==> src/rtl/mips_trace_pkg.sv <==
// Shared definitions for the MIPS trace buffer:
// FSM states, record layout and record pack/unpack helpers.
package mips_trace_pkg;

    localparam int REC_W    = 98;
    localparam int PC_HI    = 97;
    localparam int PC_LO    = 66;
    localparam int INSTR_HI = 65;
    localparam int INSTR_LO = 34;
    localparam int ALU_HI   = 33;
    localparam int ALU_LO   = 2;
    localparam int SEL_BIT  = 1;
    localparam int ZERO_BIT = 0;

    localparam logic [1:0] ST_IDLE_V    = 2'd0;
    localparam logic [1:0] ST_ARMED_V   = 2'd1;
    localparam logic [1:0] ST_CAPTURE_V = 2'd2;
    localparam logic [1:0] ST_DONE_V    = 2'd3;

    typedef enum logic [1:0] {
        ST_IDLE    = ST_IDLE_V,
        ST_ARMED   = ST_ARMED_V,
        ST_CAPTURE = ST_CAPTURE_V,
        ST_DONE    = ST_DONE_V
    } trace_state_e;

    typedef struct packed {
        logic [31:0] pc;
        logic [31:0] instr;
        logic [31:0] alu;
        logic        sel_branchornot;
        logic        iszero;
    } trace_rec_t;

    function automatic logic [REC_W-1:0] pack_rec(input trace_rec_t r);
        logic [REC_W-1:0] v;
        v = '0;
        v[PC_HI:PC_LO]       = r.pc;
        v[INSTR_HI:INSTR_LO] = r.instr;
        v[ALU_HI:ALU_LO]     = r.alu;
        v[SEL_BIT]           = r.sel_branchornot;
        v[ZERO_BIT]          = r.iszero;
        return v;
    endfunction

    function automatic trace_rec_t unpack_rec(input logic [REC_W-1:0] v);
        trace_rec_t r;
        r.pc              = v[PC_HI:PC_LO];
        r.instr           = v[INSTR_HI:INSTR_LO];
        r.alu             = v[ALU_HI:ALU_LO];
        r.sel_branchornot = v[SEL_BIT];
        r.iszero          = v[ZERO_BIT];
        return r;
    endfunction

endpackage

==> src/rtl/trace_fifo_mem.sv <==
// DEPTH x REC_W record storage: one write port, one registered read port.
// The array itself is not reset; only the read register is.
// A write to the address being read lands directly in the read register so a
// freshly written head record appears together with the count update.
module trace_fifo_mem
    import mips_trace_pkg::*;
#(
    parameter  int DEPTH = 16,
    localparam int AW    = $clog2(DEPTH)
) (
    input  logic             i_clk,
    input  logic             i_rst_n,
    input  logic             i_we,
    input  logic [AW-1:0]    i_waddr,
    input  logic [REC_W-1:0] i_wdata,
    input  logic [AW-1:0]    i_raddr,
    output logic [REC_W-1:0] o_rdata
);

    logic [REC_W-1:0] r_mem [DEPTH];
    logic [REC_W-1:0] r_rdata;

    // Write port.
    always_ff @(posedge i_clk) begin
        if (i_we) begin
            r_mem[i_waddr] <= i_wdata;
        end
    end

    // Registered read with write-through bypass.
    always_ff @(posedge i_clk or negedge i_rst_n) begin
        if (!i_rst_n) begin
            r_rdata <= '0;
        end else if (i_we && (i_waddr == i_raddr)) begin
            r_rdata <= i_wdata;
        end else begin
            r_rdata <= r_mem[i_raddr];
        end
    end

    assign o_rdata = r_rdata;

endmodule

==> src/rtl/mips_trace_buffer.sv <==
// Trace buffer for MIPS_CPU probe outputs: arm, trigger on a PC match, record
// a window of qualifying cycles into a first-word-fall-through FIFO.
// Build option MIPS_TRACE_BRANCH_FILTER_EN: only taken-branch cycles qualify
// after the trigger, and the window counts taken branches only.
//
// state      | meaning
// -----------+----------------------------------------------
// ST_IDLE    | no recording, FIFO may still drain
// ST_ARMED   | waiting for cap_pcout == trig_pc
// ST_CAPTURE | recording qualifying cycles until window full
// ST_DONE    | no recording, returns to IDLE once drained
module mips_trace_buffer
    import mips_trace_pkg::*;
#(
    parameter  int DEPTH   = 16,
    parameter  int CAP_LEN = 16,
    localparam int AW      = $clog2(DEPTH),
    localparam int CW      = AW + 1
) (
    input  logic             globalclock,
    input  logic             globalreset,
    input  logic             arm,
    input  logic [31:0]      trig_pc,
    input  logic [31:0]      cap_pcout,
    input  logic [31:0]      cap_instruction,
    input  logic [31:0]      cap_aluresult,
    input  logic             cap_sel_branchornot,
    input  logic             cap_iszero,
    output logic             rd_valid,
    input  logic             rd_ready,
    output logic [REC_W-1:0] rd_data,
    output logic [1:0]       state,
    output logic [CW-1:0]    count,
    output logic             dropped
);

    trace_state_e     r_state;
    trace_state_e     w_state_nxt;
    logic [AW-1:0]    r_wr_ptr;
    logic [AW-1:0]    r_rd_ptr;
    logic [AW-1:0]    w_rd_addr;
    logic [CW-1:0]    r_count;
    logic [15:0]      r_window;
    logic [15:0]      w_window_nxt;
    logic [16:0]      w_window_inc;
    logic             r_dropped;
    logic             w_full;
    logic             w_pop;
    logic             w_try;
    logic             w_push;
    logic             w_drop;
    logic             w_match;
    logic             w_qual;
    trace_rec_t       w_rec;
    logic [REC_W-1:0] w_rec_bits;

    assign w_match      = (cap_pcout == trig_pc);
    assign w_full       = (r_count == CW'(DEPTH));
    assign w_pop        = (r_count != '0) && rd_ready && !arm;
    assign w_window_inc = {1'b0, r_window} + 17'd1;

`ifdef MIPS_TRACE_BRANCH_FILTER_EN
    assign w_qual = cap_sel_branchornot;
`else
    assign w_qual = 1'b1;
`endif

    assign w_rec.pc              = cap_pcout;
    assign w_rec.instr           = cap_instruction;
    assign w_rec.alu             = cap_aluresult;
    assign w_rec.sel_branchornot = cap_sel_branchornot;
    assign w_rec.iszero          = cap_iszero;
    assign w_rec_bits            = pack_rec(w_rec);

    // Next-state, window and push/drop decisions; arm overrides everything.
    always_comb begin
        w_state_nxt  = r_state;
        w_window_nxt = r_window;
        w_try        = 1'b0;
        case (r_state)
            ST_IDLE: begin
            end
            ST_ARMED: begin
                if (w_match) begin
                    w_try = 1'b1;
`ifdef MIPS_TRACE_BRANCH_FILTER_EN
                    // Trigger is recorded but does not count toward the window.
                    w_window_nxt = 16'd0;
                    w_state_nxt  = ST_CAPTURE;
`else
                    w_window_nxt = 16'd1;
                    w_state_nxt  = (CAP_LEN == 1) ? ST_DONE : ST_CAPTURE;
`endif
                end
            end
            ST_CAPTURE: begin
                if (w_qual) begin
                    w_try        = 1'b1;
                    w_window_nxt = w_window_inc[15:0];
                    if (w_window_inc == 17'(CAP_LEN)) begin
                        w_state_nxt = ST_DONE;
                    end
                end
            end
            ST_DONE: begin
                if (r_count == '0) begin
                    w_state_nxt = ST_IDLE;
                end
            end
            default: w_state_nxt = ST_IDLE;
        endcase
        w_push = w_try && (!w_full || w_pop);
        w_drop = w_try && w_full && !w_pop;
        if (arm) begin
            w_state_nxt  = ST_ARMED;
            w_window_nxt = 16'd0;
            w_push       = 1'b0;
            w_drop       = 1'b0;
        end
    end

    // FSM state register.
    always_ff @(posedge globalclock or negedge globalreset) begin
        if (!globalreset) begin
            r_state <= ST_IDLE;
        end else begin
            r_state <= w_state_nxt;
        end
    end

    // Pointers, occupancy, window counter and sticky drop flag.
    always_ff @(posedge globalclock or negedge globalreset) begin
        if (!globalreset) begin
            r_wr_ptr  <= '0;
            r_rd_ptr  <= '0;
            r_count   <= '0;
            r_window  <= '0;
            r_dropped <= 1'b0;
        end else if (arm) begin
            r_wr_ptr  <= '0;
            r_rd_ptr  <= '0;
            r_count   <= '0;
            r_window  <= '0;
            r_dropped <= 1'b0;
        end else begin
            r_window <= w_window_nxt;
            if (w_push) begin
                r_wr_ptr <= r_wr_ptr + AW'(1);
            end
            if (w_pop) begin
                r_rd_ptr <= r_rd_ptr + AW'(1);
            end
            case ({w_push, w_pop})
                2'b10:   r_count <= r_count + CW'(1);
                2'b01:   r_count <= r_count - CW'(1);
                default: r_count <= r_count;
            endcase
            if (w_drop) begin
                r_dropped <= 1'b1;
            end
        end
    end

    // Read address looks one pop ahead so rd_data tracks the new head.
    assign w_rd_addr = arm ? '0 : (r_rd_ptr + AW'(w_pop));

    trace_fifo_mem #(
        .DEPTH(DEPTH)
    ) u_mem (
        .i_clk   (globalclock),
        .i_rst_n (globalreset),
        .i_we    (w_push),
        .i_waddr (r_wr_ptr),
        .i_wdata (w_rec_bits),
        .i_raddr (w_rd_addr),
        .o_rdata (rd_data)
    );

    assign rd_valid = (r_count != '0);
    assign state    = r_state;
    assign count    = r_count;
    assign dropped  = r_dropped;

endmodule

==> config.mk <==
export PLATFORM = sky130hd
export DESIGN_NAME = mips_trace_buffer
export DESIGN_NICKNAME = d
export VERILOG_FILES = /design/src/rtl/mips_trace_pkg.sv /design/src/rtl/trace_fifo_mem.sv /design/src/rtl/mips_trace_buffer.sv
export SDC_FILE = /design/constraint.sdc
export NUM_CORES = 2
export LEC_CHECK = 0
export ABC_AREA = 1
export BUFFER_PORTS_ARGS = -buffer_cell sky130_fd_sc_hd__buf_2
export CORE_MARGIN = 2
export CORE_UTILIZATION = 61
export CTS_CLUSTER_DIAMETER = 60
export DETAILED_ROUTE_END_ITERATION = 8
export HOLD_SLACK_MARGIN = 0.08
export PLACE_DENSITY = 0.8
export SKIP_CTS_REPAIR_TIMING = 1
export SLEW_MARGIN = 15
export SYNTH_ARGS = -nofsm -noshare
export SYNTH_HDL_FRONTEND = slang
export SYNTH_HIERARCHICAL = 1
export SYNTH_SLANG_ARGS = --single-unit
==> constraint.sdc <==
create_clock -name globalclock -period 7.62 [get_ports globalclock]
set_input_delay 0.381 -clock globalclock [delete_from_list [all_inputs] [get_ports globalclock]]
set_output_delay 0.381 -clock globalclock [all_outputs]
set_load 0.05 [all_outputs]
==> key figures <==
Global route
  • Remaining Overflow, GRT: 0
  • Layer carrying the most global-route usage: met2
  • Met1 Resource Use GR: 0.4169
  • Vias in the first global route: 46.57k
  • Met3 Usage GRT: 0.05597
  • Global-route wire length before repair: 274700 um
  • Met2 usage: 0.5101
  • Initial antenna violation count: 5
  • Largest net degree at the start of global routing: 193
  • GR Util All Layers: 0.3118

Floorplanning
  • Starting Density: 0.6137
  • Area of the die: 0.1157 sq mm
  • Die Height: 340.2 um
  • Die Width: ~340 um
  • Row count: 123
  • Number of placed I/O pins: 241
  • Area inside the core boundary: 0.1123 sq mm

Timing
  • Worst Hold Margin: 56.25 ps
  • Worst-case clock skew: 32.91 ps
  • Transition time of the tightest slew-check pin: 1243 ps
  • Crit share post-route: 0.7241
  • Pins Over Slew Limit: 0
  • Setup tns final: 0 ps
  • Min cycle time layout: 5518 ps
  • RSZ-0062 raised after global routing: no
  • Setup violators final: 0
  • Highest clock frequency the design can meet: 181.2 MHz
  • Relative slew margins: 0.1692
  • Final Hold Viols: 0

Critical path
  • Highest net fanout along the worst path: 144
  • Worst Setup Path Type: flop to flop
  • Crit path capture type: flop
  • Required time at the endpoint of the critical path: 8270 ps
  • Startpoint class of the critical path: flop
  • CP Data Arrival Time: roughly 6200 ps

Finish
  • Area taken by flip-flops and latches: 0.05034 sq mm
  • Layout cells sized above 1: 0.09400
  • Final core utilization: 0.6911
  • Combined area of the multi-input logic cells: 0.01684 sq mm
  • Relative area change from synthesis to final layout: 12.60%
  • Filler Cell Count: 7405
  • Number of nets at the end of the flow: 6324

Yosys
  • Count of flip-flops with a built-in enable after synthesis: between 1.5k and 2k
  • Total standard cell area after synthesis: approximately 0.07 sq mm
  • Fraction of synthesized cell area in xor and xnor cells: 0.004573
  • Cell types with the largest area share after synthesis: sky130_fd_sc_hd__edfxtp_1 68%, sky130_fd_sc_hd__nand2_1 13%, sky130_fd_sc_hd__nand3_1 8.7%
  • Cell taking the most area after synthesis: sky130_fd_sc_hd__edfxtp_1
  • Seq cells post-synth: about 1.7k
  • Largest family of logic cells by synthesized area: simple AND/OR/NAND/NOR gates
  • Area share of the largest cell type after synthesis: 0.6829
  • Number of distinct standard cells referenced by the synthesized netlist: 34
  • Sequential cell area fraction in the yosys report: 0.7301
  • Share of cell area taken by muxes after synthesis: 0
  • Simple logic cell fraction of the synthesized area: 0.2316
  • Post-synthesis average cell area: 11.53 sq um
  • Post-synth ARST share: 0.07656
  • Yosys warnings: 6
  • Commonest cells post-synth: 2361 x sky130_fd_sc_hd__nand2_1, 1568 x sky130_fd_sc_hd__edfxtp_1, 1202 x sky130_fd_sc_hd__nand3_1, 183 x sky130_fd_sc_hd__buf_2, 130 x sky130_fd_sc_hd__dfrtp_1
  • Synthesized-area fraction occupied by ao, oa, aoi and oai cells: 0.003357
  • Most frequent cell after synthesis: sky130_fd_sc_hd__nand2_1
  • Main synth FF type: sky130_fd_sc_hd__edfxtp_1
  • Instance count of the mapped netlist: 5981
  • Mapped Nets: just over 6k
  • Synthesized-area fraction occupied by adder cells: 0.002286

Status
  • Outcome: finished clean

CTS
  • Clk Tree Root Cell: sky130_fd_sc_hd__clkbuf_16
  • Insertion delay of the later-clocked pin in the worst-skew pair: a little under 800 ps
  • Clock-pin slew reported for the worst setup and hold paths after clock tree synthesis: 60 ps
  • CTS tree: done
  • H-tree levels: 4
  • Number of buffers inserted during clock tree synthesis: 167
  • Buffers from clock root to sink, at most: 3
  • Sink Count: 1698

Run
  • Count of max-cap constraint violations: 0

Drt
  • First-pass iteration count of the detailed router: 6
  • Via count: 48.34k
  • WL/cell: roughly 24 um
  • Routed Antenna Nets: 0
  • Violation count after the first detailed-routing iteration: 7271
  • Count of unresolved DRC violations after routing: 0
  • Vias per std cell: 6.181
  • Post-Route WL: ~180000 um

Pwr
  • Design Power: 24.93 mW
  • Leakage power figure: a little under 30 nW
  • Power per cell area: 321.1 mW/mm^2
  • Maximum resistive drop on vdd: 0.0002668 V

Placed design
  • Count of buffers from port buffering: 240
  • HPWL Detailed: approximately 91000 um
  • Last weighted congestion value of the routability-driven placer: 0.8556

Hold path
  • Min-delay worst type: input pin to flop
final timing paths:
kind | start | to | slack, ps | cells after the start
min reg2reg | dropped$_DFFE_PN0P_ | dropped$_DFFE_PN0P_ | 530 | 2
max | count[1]$_DFFE_PN0P_ | u_mem/o_rdata[43]$_DFF_PN0_ | 2100 | 15
max in group asynchronous | globalreset | u_mem/o_rdata[9]$_DFF_PN0_ | 5730 | 3
max reg2reg | count[1]$_DFFE_PN0P_ | u_mem/o_rdata[43]$_DFF_PN0_ | 2100 | 15
min | arm | dropped$_DFFE_PN0P_ | 60 | 2
min in group asynchronous | globalreset | r_window[11]$_DFFE_PN0P_ | 300 | 2
where the power goes:
| group | internal, mW | switching (mW) | leakage (nW) |
|---|---|---|---|
| Clock | 4.70 | 3.44 | 2.65 |
| Combinational | 1.42 | 4.57 | 10.9 |
| Sequential | 10.6 | 0.241 | 15.7 |
| Total | 16.7 | 8.25 | 29.2 |
layout make-up:
class | instances | share of cell area
repair buffers | 397 | 0.03644
diodes | 2 | 0.00006446
clock buffers | 234 | 0.06024
inverters | 82 | 0.004351
well taps | 1500 | 0.02417
multi-input cells | 3832 | 0.2170
clock inverters | 76 | 0.009427
flip-flops and latches | 1698 | 0.6483
through the flow:
stage / setup slack [ps] / cell area [sq um] / cells
6_report: 2102 / 77640 / 7821
5_1_grt: 1944 / 77640 / 7820
4_1_cts: 2239 / 76660 / 7722
3_5_place_dp: 2279 / 71260 / 7412
3_3_place_gp: 2449 / 71240 / 7411
2_1_floorplan: 1072 / 68950 / 5981
cell usage in the layout, fill, tap and decap left out, types with 5 or more instances in the layout:
cell                            synthesis  final
sky130_fd_sc_hd__nand3_2                6      5
sky130_fd_sc_hd__clkinv_1               0     26
sky130_fd_sc_hd__nor2_1                48     29
sky130_fd_sc_hd__ha_1                  11     11
sky130_fd_sc_hd__nand2_2                7      7
sky130_fd_sc_hd__nand2_1             2361   2361
sky130_fd_sc_hd__xor2_1                12     12
sky130_fd_sc_hd__clkbuf_1             127     48
sky130_fd_sc_hd__dfrtp_1              130    130
sky130_fd_sc_hd__clkbuf_8               0     14
sky130_fd_sc_hd__o22ai_1               12     12
sky130_fd_sc_hd__inv_1                 74     74
sky130_fd_sc_hd__clkinv_2               0     24
sky130_fd_sc_hd__clkbuf_16              0    172
sky130_fd_sc_hd__nor2_4                 2     21
sky130_fd_sc_hd__buf_12                 0     16
sky130_fd_sc_hd__nand3_1             1202   1202
sky130_fd_sc_hd__xnor2_1               24     24
sky130_fd_sc_hd__dlygate4sd3_1          0     97
sky130_fd_sc_hd__nand4_1              103    103
sky130_fd_sc_hd__edfxtp_1            1568   1568
sky130_fd_sc_hd__buf_2                183    239
sky130_fd_sc_hd__buf_4                  0     44
sky130_fd_sc_hd__a21oi_1                9      8
sky130_fd_sc_hd__bufinv_16              0     12
sky130_fd_sc_hd__o21ai_0               12     12
sky130_fd_sc_hd__inv_6                  0      7
registers in the layout, indices dropped and copies added (netlist names):
signal and count:
state 2, u_mem/o_rdata 98, r_window 16, u_mem/r_mem 1568, count 5, dropped 1, r_wr_ptr 4, r_rd_ptr 4
critical path, stage by stage (launching register included):
cell and delay [ps]:
sky130_fd_sc_hd__dfrtp_1 440, sky130_fd_sc_hd__nor4_4 360, sky130_fd_sc_hd__nand2_2 140, sky130_fd_sc_hd__nand2_4 150, sky130_fd_sc_hd__nor2_4 60, sky130_fd_sc_hd__ha_1 200, sky130_fd_sc_hd__ha_1 280, sky130_fd_sc_hd__inv_1 100
sky130_fd_sc_hd__nor2_4 70, sky130_fd_sc_hd__inv_8 720, sky130_fd_sc_hd__o22ai_1 290, sky130_fd_sc_hd__inv_4 610, sky130_fd_sc_hd__nand3_4 910, sky130_fd_sc_hd__buf_4 690, sky130_fd_sc_hd__nand2_1 200, sky130_fd_sc_hd__nand2_1 60
kinds of logic after synthesis:
logic type	after synthesis
simple gates	3745
flops	1698
fa+ha+maj	12
buf+inv	451
xor+xnor	36
compound gates	39
per-layer routing:
layer | vias up | share of wire
met5 | - | 0.00015
met4 | 4 | 0.039
met3 | 488 | 0.12
met2 | 3528 | 0.48
met1 | 23159 | 0.36
li1 | 21164 | -
Power figures use the tool's default switching activity.
